### config.mk
export PLATFORM = sky130hd
export DESIGN_NAME = xadc_drp_arbiter
export DESIGN_NICKNAME = d
export VERILOG_FILES = /design/src/rtl/xadc_drp_arbiter.sv
export SDC_FILE = /design/constraint.sdc
export NUM_CORES = 1
export LEC_CHECK = 0
export CAP_MARGIN = 0
export CORE_ASPECT_RATIO = 0.5
export CORE_MARGIN = 2
export CORE_UTILIZATION = 45
export DETAILED_ROUTE_END_ITERATION = 8
export GPL_TIMING_DRIVEN = 0
export PLACE_DENSITY = 0.9
export SKIP_CTS_REPAIR_TIMING = 1
export SLEW_MARGIN = 40
export SYNTH_ARGS = -nofsm -noshare
export SYNTH_HDL_FRONTEND = slang
export SYNTH_SLANG_ARGS = --single-unit
### constraint.sdc
create_clock -name clk -period 2.36 [get_ports clk]
set_input_delay 0.236 -clock clk [delete_from_list [all_inputs] [get_ports clk]]
set_output_delay 0.236 -clock clk [all_outputs]
set_load 0.05 [all_outputs]
### src/rtl/xadc_drp_arbiter.sv
`default_nettype none
// +--------------------------------------------------------------------------+
// | xadc_drp_arbiter: shares the XADC DRP between an EOC-driven sample reader |
// | and a configuration requester, one transaction outstanding at a time.     |
// | Revision: 1.0                                                             |
// +--------------------------------------------------------------------------+
module xadc_drp_arbiter #(
  parameter logic [6:0]  SAMPLE_ADDR    = 7'h03,
  parameter int unsigned BIPOLAR        = 1,
  parameter int unsigned TIMEOUT_CYCLES = 64
) (
  input  logic               clk,
  input  logic               reset,
  input  logic               enable,
  input  logic               xadc_eoc,
  output logic [6:0]         drp_daddr,
  output logic               drp_den,
  output logic               drp_dwe,
  output logic [15:0]        drp_di,
  input  logic [15:0]        drp_do,
  input  logic               drp_drdy,
  output logic signed [15:0] sample_data,
  output logic               sample_valid,
  input  logic               cfg_req,
  input  logic               cfg_we,
  input  logic [6:0]         cfg_addr,
  input  logic [15:0]        cfg_wdata,
  output logic               cfg_ack,
  output logic [15:0]        cfg_rdata,
  output logic               cfg_err,
  output logic [7:0]         overrun_cnt,
  output logic               timeout_flag
);

  typedef enum logic [1:0] {
    IDLE  = 2'd0,
    ISSUE = 2'd1,
    WAIT  = 2'd2,
    DONE  = 2'd3
  } state_t;

  localparam logic       GRANT_SAMPLE = 1'b0;
  localparam logic       GRANT_CFG    = 1'b1;
  // Last WAIT count value before the timeout fires; DONE lands TIMEOUT_CYCLES after drp_den.
  localparam logic [7:0] WAIT_LAST    = 8'(TIMEOUT_CYCLES - 2);

  state_t      state;
  logic        sample_pending;
  logic        last_grant;
  logic        txn_cfg;
  logic        txn_we;
  logic [7:0]  wait_cnt;
  logic        eoc_set;
  logic        grant_sample;
  logic        grant_cfg;
  logic [15:0] conv_data;

  assign eoc_set   = xadc_eoc & enable;
  assign conv_data = (BIPOLAR != 0) ? {drp_do[15:4], 4'b0000}
                                    : {~drp_do[15], drp_do[14:4], 4'b0000};

  always_comb begin
    grant_sample = 1'b0;
    grant_cfg    = 1'b0;
    if (state == IDLE) begin
      if (sample_pending && cfg_req) begin
        if (last_grant == GRANT_SAMPLE) grant_cfg    = 1'b1;
        else                            grant_sample = 1'b1;
      end else if (sample_pending) begin
        grant_sample = 1'b1;
      end else if (cfg_req) begin
        grant_cfg = 1'b1;
      end
    end
  end

  // An EOC coinciding with the sample grant re-arms the request without counting a loss.
  always_ff @(posedge clk or negedge reset) begin
    if (!reset) begin
      sample_pending <= 1'b0;
      overrun_cnt    <= 8'd0;
    end else begin
      sample_pending <= eoc_set | (sample_pending & ~grant_sample);
      if (eoc_set && sample_pending && !grant_sample && overrun_cnt != 8'hFF)
        overrun_cnt <= overrun_cnt + 8'd1;
    end
  end

  always_ff @(posedge clk or negedge reset) begin
    if (!reset) begin
      state        <= IDLE;
      last_grant   <= GRANT_SAMPLE;
      txn_cfg      <= 1'b0;
      txn_we       <= 1'b0;
      wait_cnt     <= 8'd0;
      drp_daddr    <= 7'd0;
      drp_den      <= 1'b0;
      drp_dwe      <= 1'b0;
      drp_di       <= 16'd0;
      sample_data  <= 16'sd0;
      sample_valid <= 1'b0;
      cfg_ack      <= 1'b0;
      cfg_rdata    <= 16'd0;
      cfg_err      <= 1'b0;
      timeout_flag <= 1'b0;
    end else begin
      case (state)
        IDLE: begin
          if (grant_sample || grant_cfg) begin
            state      <= ISSUE;
            drp_den    <= 1'b1;
            txn_cfg    <= grant_cfg;
            last_grant <= grant_cfg ? GRANT_CFG : GRANT_SAMPLE;
            if (grant_cfg) begin
              txn_we    <= cfg_we;
              drp_daddr <= cfg_addr;
              drp_dwe   <= cfg_we;
              drp_di    <= cfg_wdata;
            end else begin
              txn_we    <= 1'b0;
              drp_daddr <= SAMPLE_ADDR;
              drp_dwe   <= 1'b0;
              drp_di    <= 16'd0;
            end
          end
        end
        ISSUE: begin
          state     <= WAIT;
          drp_den   <= 1'b0;
          drp_daddr <= 7'd0;
          drp_dwe   <= 1'b0;
          drp_di    <= 16'd0;
          wait_cnt  <= 8'd0;
        end
        WAIT: begin
          if (drp_drdy) begin
            state <= DONE;
            if (txn_cfg) begin
              cfg_ack   <= 1'b1;
              cfg_err   <= 1'b0;
              cfg_rdata <= txn_we ? 16'd0 : drp_do;
            end else begin
              sample_valid <= 1'b1;
              sample_data  <= conv_data;
            end
          end else begin
            wait_cnt <= wait_cnt + 8'd1;
            if (wait_cnt == WAIT_LAST) begin
              state        <= DONE;
              timeout_flag <= 1'b1;
              if (txn_cfg) begin
                cfg_ack   <= 1'b1;
                cfg_err   <= 1'b1;
                cfg_rdata <= 16'd0;
              end
            end
          end
        end
        DONE: begin
          state        <= IDLE;
          sample_valid <= 1'b0;
          cfg_ack      <= 1'b0;
        end
        default: state <= IDLE;
      endcase
    end
  end

endmodule
`default_nettype wire

Word level (Yosys, flattened, before mapping) --
Cells that the tools add are included.
Cells by class: $add $sub $neg 2, equal/unequal tests 10, multiplexer cells 43, bitwise operators 6, reduce and logical (&&, ||, !) cells 20
Operator list (number):
- $mux 16 | 7
- $pmux 16 s2 | 1
- $mux 1 | 22
- $add 8x1->8 const B | 2
- $pmux 8 s2 | 1
- $mux 7 | 2
- $pmux 7 s2 | 1
- $reduce_and 3->1 | 4
- $reduce_and 2->1 | 5
- $eq 8x6->1 const B | 1
- $mux 8 | 1
- $ne 8x8->1 const B | 1
- $pmux 1 s2 | 4
- $pmux 2 s4 | 1
- $reduce_bool 2->1 | 4
- $mux 2 | 3
- $ne 2x2->1 const B | 3
- $eq 2x2->1 const B | 2
- $logic_and 1x1->1 | 4
- $ne 3x3->1 const B | 1
- $not 1->1 | 3
- $and 1x1->1 | 2
- $eq 2x1->1 const B | 1
- $logic_not 2->1 | 1
- 4 further kinds | 4
Word-level totals: register bits 79, output and inout port bits 69

Logic depth before layout (Yosys ltp) --
depth after elaboration 7, gate-level depth with buffers 7, mapped depth without buffers 6

Worst setup path before layout --
No wires, ideal clock.
kind reg2reg, from reg overrun_cnt[0], to reg overrun_cnt[1], arrival 1655 ps, data required time 2235 ps, path slack 580 ps, stages on the path, launching flop included 6, buffers on the path 0, clock period less this slack 1780 ps, cell sequence dfrtp_1 -> ha_1 -> nand3_1 -> nand2b_1 -> nand2_1 -> mux2_2
On the way: word-level cells in the longest chain between the ends 2
Ends and longest elaborated chain:
- start, declared | line 31 | output logic [7:0] overrun_cnt,
- start signal, assigned | line 85 | overrun_cnt <= overrun_cnt + 8'd1;
- parallel branches: the longest is 2 deep, another holds $add 8x1->8
Several ways; the timed one is not identified. A chain may end at the register's enable or synchronous reset.

Worst setup path in the final report --
from reg state[0], to reg drp_di[4]
On the way: word-level cells in the longest chain between the ends 5
Ends and longest elaborated chain:
- start, declared | line 47 | state_t state;
- start signal, assigned | line 91 | state <= IDLE;
- start signal, assigned | line 110 | state <= ISSUE;
- start signal, assigned | line 128 | state <= WAIT;
- $logic_not 2->1 | line 65, 107
- $mux 1 | line 65 | if (state == IDLE) begin
- $mux 16 or $logic_or 1x1->1 (tied branches) | line 114, 109
- $mux 16 or $ne 2x1->1 (tied branches)
- $pmux 16 s2 or $reduce_and 2->1 (tied branches)
- end signal, assigned | line 118 | drp_di <= cfg_wdata;
- end, declared | line 19 | output logic [15:0] drp_di,
Parallel ways exist; a longest one is shown, timed or not. The select of a mux whose other input is x is not followed.

==> flow_metrics.env <==
export IMPL_outcome="completed"
export IMPL_drc=0
export IMPL_cp_max_fo=10
export IMPL_gp_congestion=0.861
export IMPL_numCtsBuffers=9
export IMPL_ys_warn_count=0
export IMPL_layout_common_cells="clkdlybuf4s50_1, dfrtp_1, nand2_1"
export IMPL_dieArea_mm2=0.00831
export IMPL_worst_ep_required_time_ns=2.63
export IMPL_leakagePower_nw=2.22
export IMPL_placed_cells=495
export IMPL_clock_sinks=78
export IMPL_fp_dieW_um=127
export IMPL_cts_max_level=3
export IMPL_area_growth_synth_to_final_pct=45.9
export IMPL_vdd_drop_max_uv=909
export IMPL_dieHeight_um=65.5
export IMPL_max_cap_violations=0
export IMPL_diodes=0
export IMPL_cts_tree="done"
export IMPL_wl_per_cell_um=15.4
export IMPL_wirelength_um=7870
export IMPL_synth_seq_cells=78
export IMPL_final_cell_count_no_fill=511
export IMPL_clock_skew_ns=0.00608
export IMPL_grt_pass1_wl_um=12800
export IMPL_synth_top_cell_by_area="dfrtp_1"
export IMPL_min_period_ns=2.17
export IMPL_postSynthAreaPerCell_um2=11.9
export IMPL_cts_root_buffer="clkbuf_16"
export IMPL_startpoint_type="register"
export IMPL_vias_per_cell=5.07
export IMPL_cp_depth=7
export IMPL_cp_top_family="buffers and inverters"
export IMPL_endpoint_kind="register"
export IMPL_rrSetupSlack_ns=0.19
export IMPL_place_port_buffers=110
export IMPL_fmax_mhz=462
export IMPL_placementRows=22
export IMPL_hold_slack_ns=0.364
export IMPL_hold_path_class="input port to asynchronous set/reset pin"
export IMPL_period_share_pct=91.8
export IMPL_yosysUniqueCellTypes=39
export IMPL_p_total_mw=7.69
export IMPL_rsz0062_at_grt="no"
export IMPL_drive_above_1_share_pct=11.6
export IMPL_final_area_mm2=0.00496
export IMPL_p_per_area_mw_per_mm2=1550
export IMPL_final_hold_viol_count=0
export IMPL_core_area_mm2=0.00732
export IMPL_crit_type="register to register"
export IMPL_vias=2591
export IMPL_synth_area_leaders="dfrtp_1, mux2i_1, a22o_1"
export IMPL_grt_pass1_vias=2632
export IMPL_slowest_delay_ns=0.43
export IMPL_path_cells="inv_1 -> ha_1 -> buf_2 -> nand2_1 -> o21ai_1 -> clkbuf_1 -> a22o_1"
export IMPL_antenna_found_initial=0
export IMPL_path_buf_inv=3
export IMPL_clk_latency_ns=0.33
export IMPL_cp_slowest_cell="clkbuf_1"
export IMPL_post_route_util_pct=67.7
export IMPL_initial_core_util_pct=46.4
export IMPL_maxSlewViolCount=0
export IMPL_synthesis_instances=285
export IMPL_slew_headroom_pct=63.6
export IMPL_ios=115
export IMPL_max_clock_path_buffers=2
export IMPL_grt_max_degree=55
export IMPL_yosysSeqAreaShare_pct=57.4
export IMPL_dr_pass1_iters=4
export IMPL_grt_overflow=0
export IMPL_final_common_cell="clkdlybuf4s50_1"
export IMPL_ant_nets=0
export IMPL_synth_area_mm2=0.00340
export IMPL_arrival_ns=2.44
export IMPL_drt_iter0_markers=186
export IMPL_worstMarginPinSlew_ns=0.542
export IMPL_r2r_cells=7
export IMPL_hpwlAfterDp_um=5490
export IMPL_setup_viol=0
export IMPL_num_nets_final=465
export IMPL_placed_area_mm2=0.00466
export IMPL_clk_pin_slew_worst_paths_ns=0.06
export IMPL_yosys_area_top_type_share_pct=57.4
export IMPL_grt_usage_pct=20.2
sequential cells by signal (all words and copies together), names as in the netlist:
| register | count |
|---|---|
| cfg_rdata | 16 |
| drp_di | 16 |
| sample_data | 12 |
| overrun_cnt | 8 |
| wait_cnt | 8 |
| drp_daddr | 7 |
| state | 2 |
| cfg_ack | 1 |
| cfg_err | 1 |
| drp_den | 1 |
| drp_dwe | 1 |
| last_grant | 1 |
| sample_pending | 1 |
| sample_valid | 1 |
| timeout_flag | 1 |
| txn_we | 1 |
synthesized netlist by cell type:
library cell and n:
buf_2 3, nor2_1 7, nand3_1 6, a211oi_1 1
mux2_2 17, a21bo_2 1, mux2i_1 21, and3_1 4
o21bai_1 1, o211a_1 1, a21oi_1 5, a22o_1 23
inv_1 21, and4b_1 1, o21ai_0 7, nor4b_4 1
o21ai_1 2, a31oi_1 3, buf_12 1, o22ai_1 2
nand2b_1 4, nand2_1 35, nand4_2 1, or3b_2 1
buf_6 1, a21o_2 1, ha_1 8, o2bb2ai_1 2
buf_4 4, dfrtp_1 78, and2_1 1, nor2b_1 3
clkbuf_1 6, xnor2_1 3, conb_1 1, o21a_1 1
a22oi_1 1, and4_1 1, nand4_1 5
layout make-up:
cell class | instances | area [µm²]
clock inverter | 6 | 63.8
multi-input combinational | 174 | 1280
timing repair buffer | 112 | 1140
inverter | 21 | 78.8
buffer | 15 | 98.8
fill | 535 | 2360
clock buffer | 9 | 225
tap | 96 | 120
sequential | 78 | 1950
stage by stage:
stage	setup TNS, ns	worst slack, ns
6_report	0	0.193
2_1_floorplan	0	0.580
5_1_grt	0	0.0425
3_3_place_gp	-126.85	-1.63
3_5_place_dp	0	0.248
4_1_cts	0	0.229
final timing paths:
| check | from | endpoint |
|---|---|---|
| setup / recovery | state[0]$_DFFE_PN0P_ | drp_di[4]$_DFFE_PN0P_ |
| hold / removal | reset | drp_dwe$_DFFE_PN0P_ |
| setup reg to reg | state[0]$_DFFE_PN0P_ | drp_di[4]$_DFFE_PN0P_ |
| hold reg to reg | timeout_flag$_DFFE_PN0P_ | timeout_flag$_DFFE_PN0P_ |
| max in group asynchronous | reset | cfg_ack$_DFFE_PN0P_ |
| min in group clk | drp_do[2] | cfg_rdata[2]$_DFFE_PN0P_ |
layer usage:
metal  track usage [%]  vias to the layer above  part of all wire [%]
met4              7.28                        0                   1.6
met2              34.3                       73                    50
li1                  -                     1235                     -
met1              24.9                     1270                    43
met3              5.94                       13                   5.7
met5                 0                        -                     0
power breakdown:
part	switching (mW)	total (mW)	internal (mW)
Sequential	0.383	2.26	1.88
Clock	0.521	1.33	0.809
Combinational	2.64	4.10	1.45
kinds of logic (layout without fill, tap and decap cells):
kind of cell    Yosys count  in the layout  synth area share [%]
flops                    78             78                  57.4
mux                      38             38                  11.8
buf+inv                  36            163                  5.23
other cells               1              4                 0.110
fa+ha+maj                 8              8                  2.95
compound gates           51             51                  11.2
simple gates             70             70                  10.5
xor+xnor                  3              3                 0.773
No activity file was read; power rests on OpenSTA's default activity.
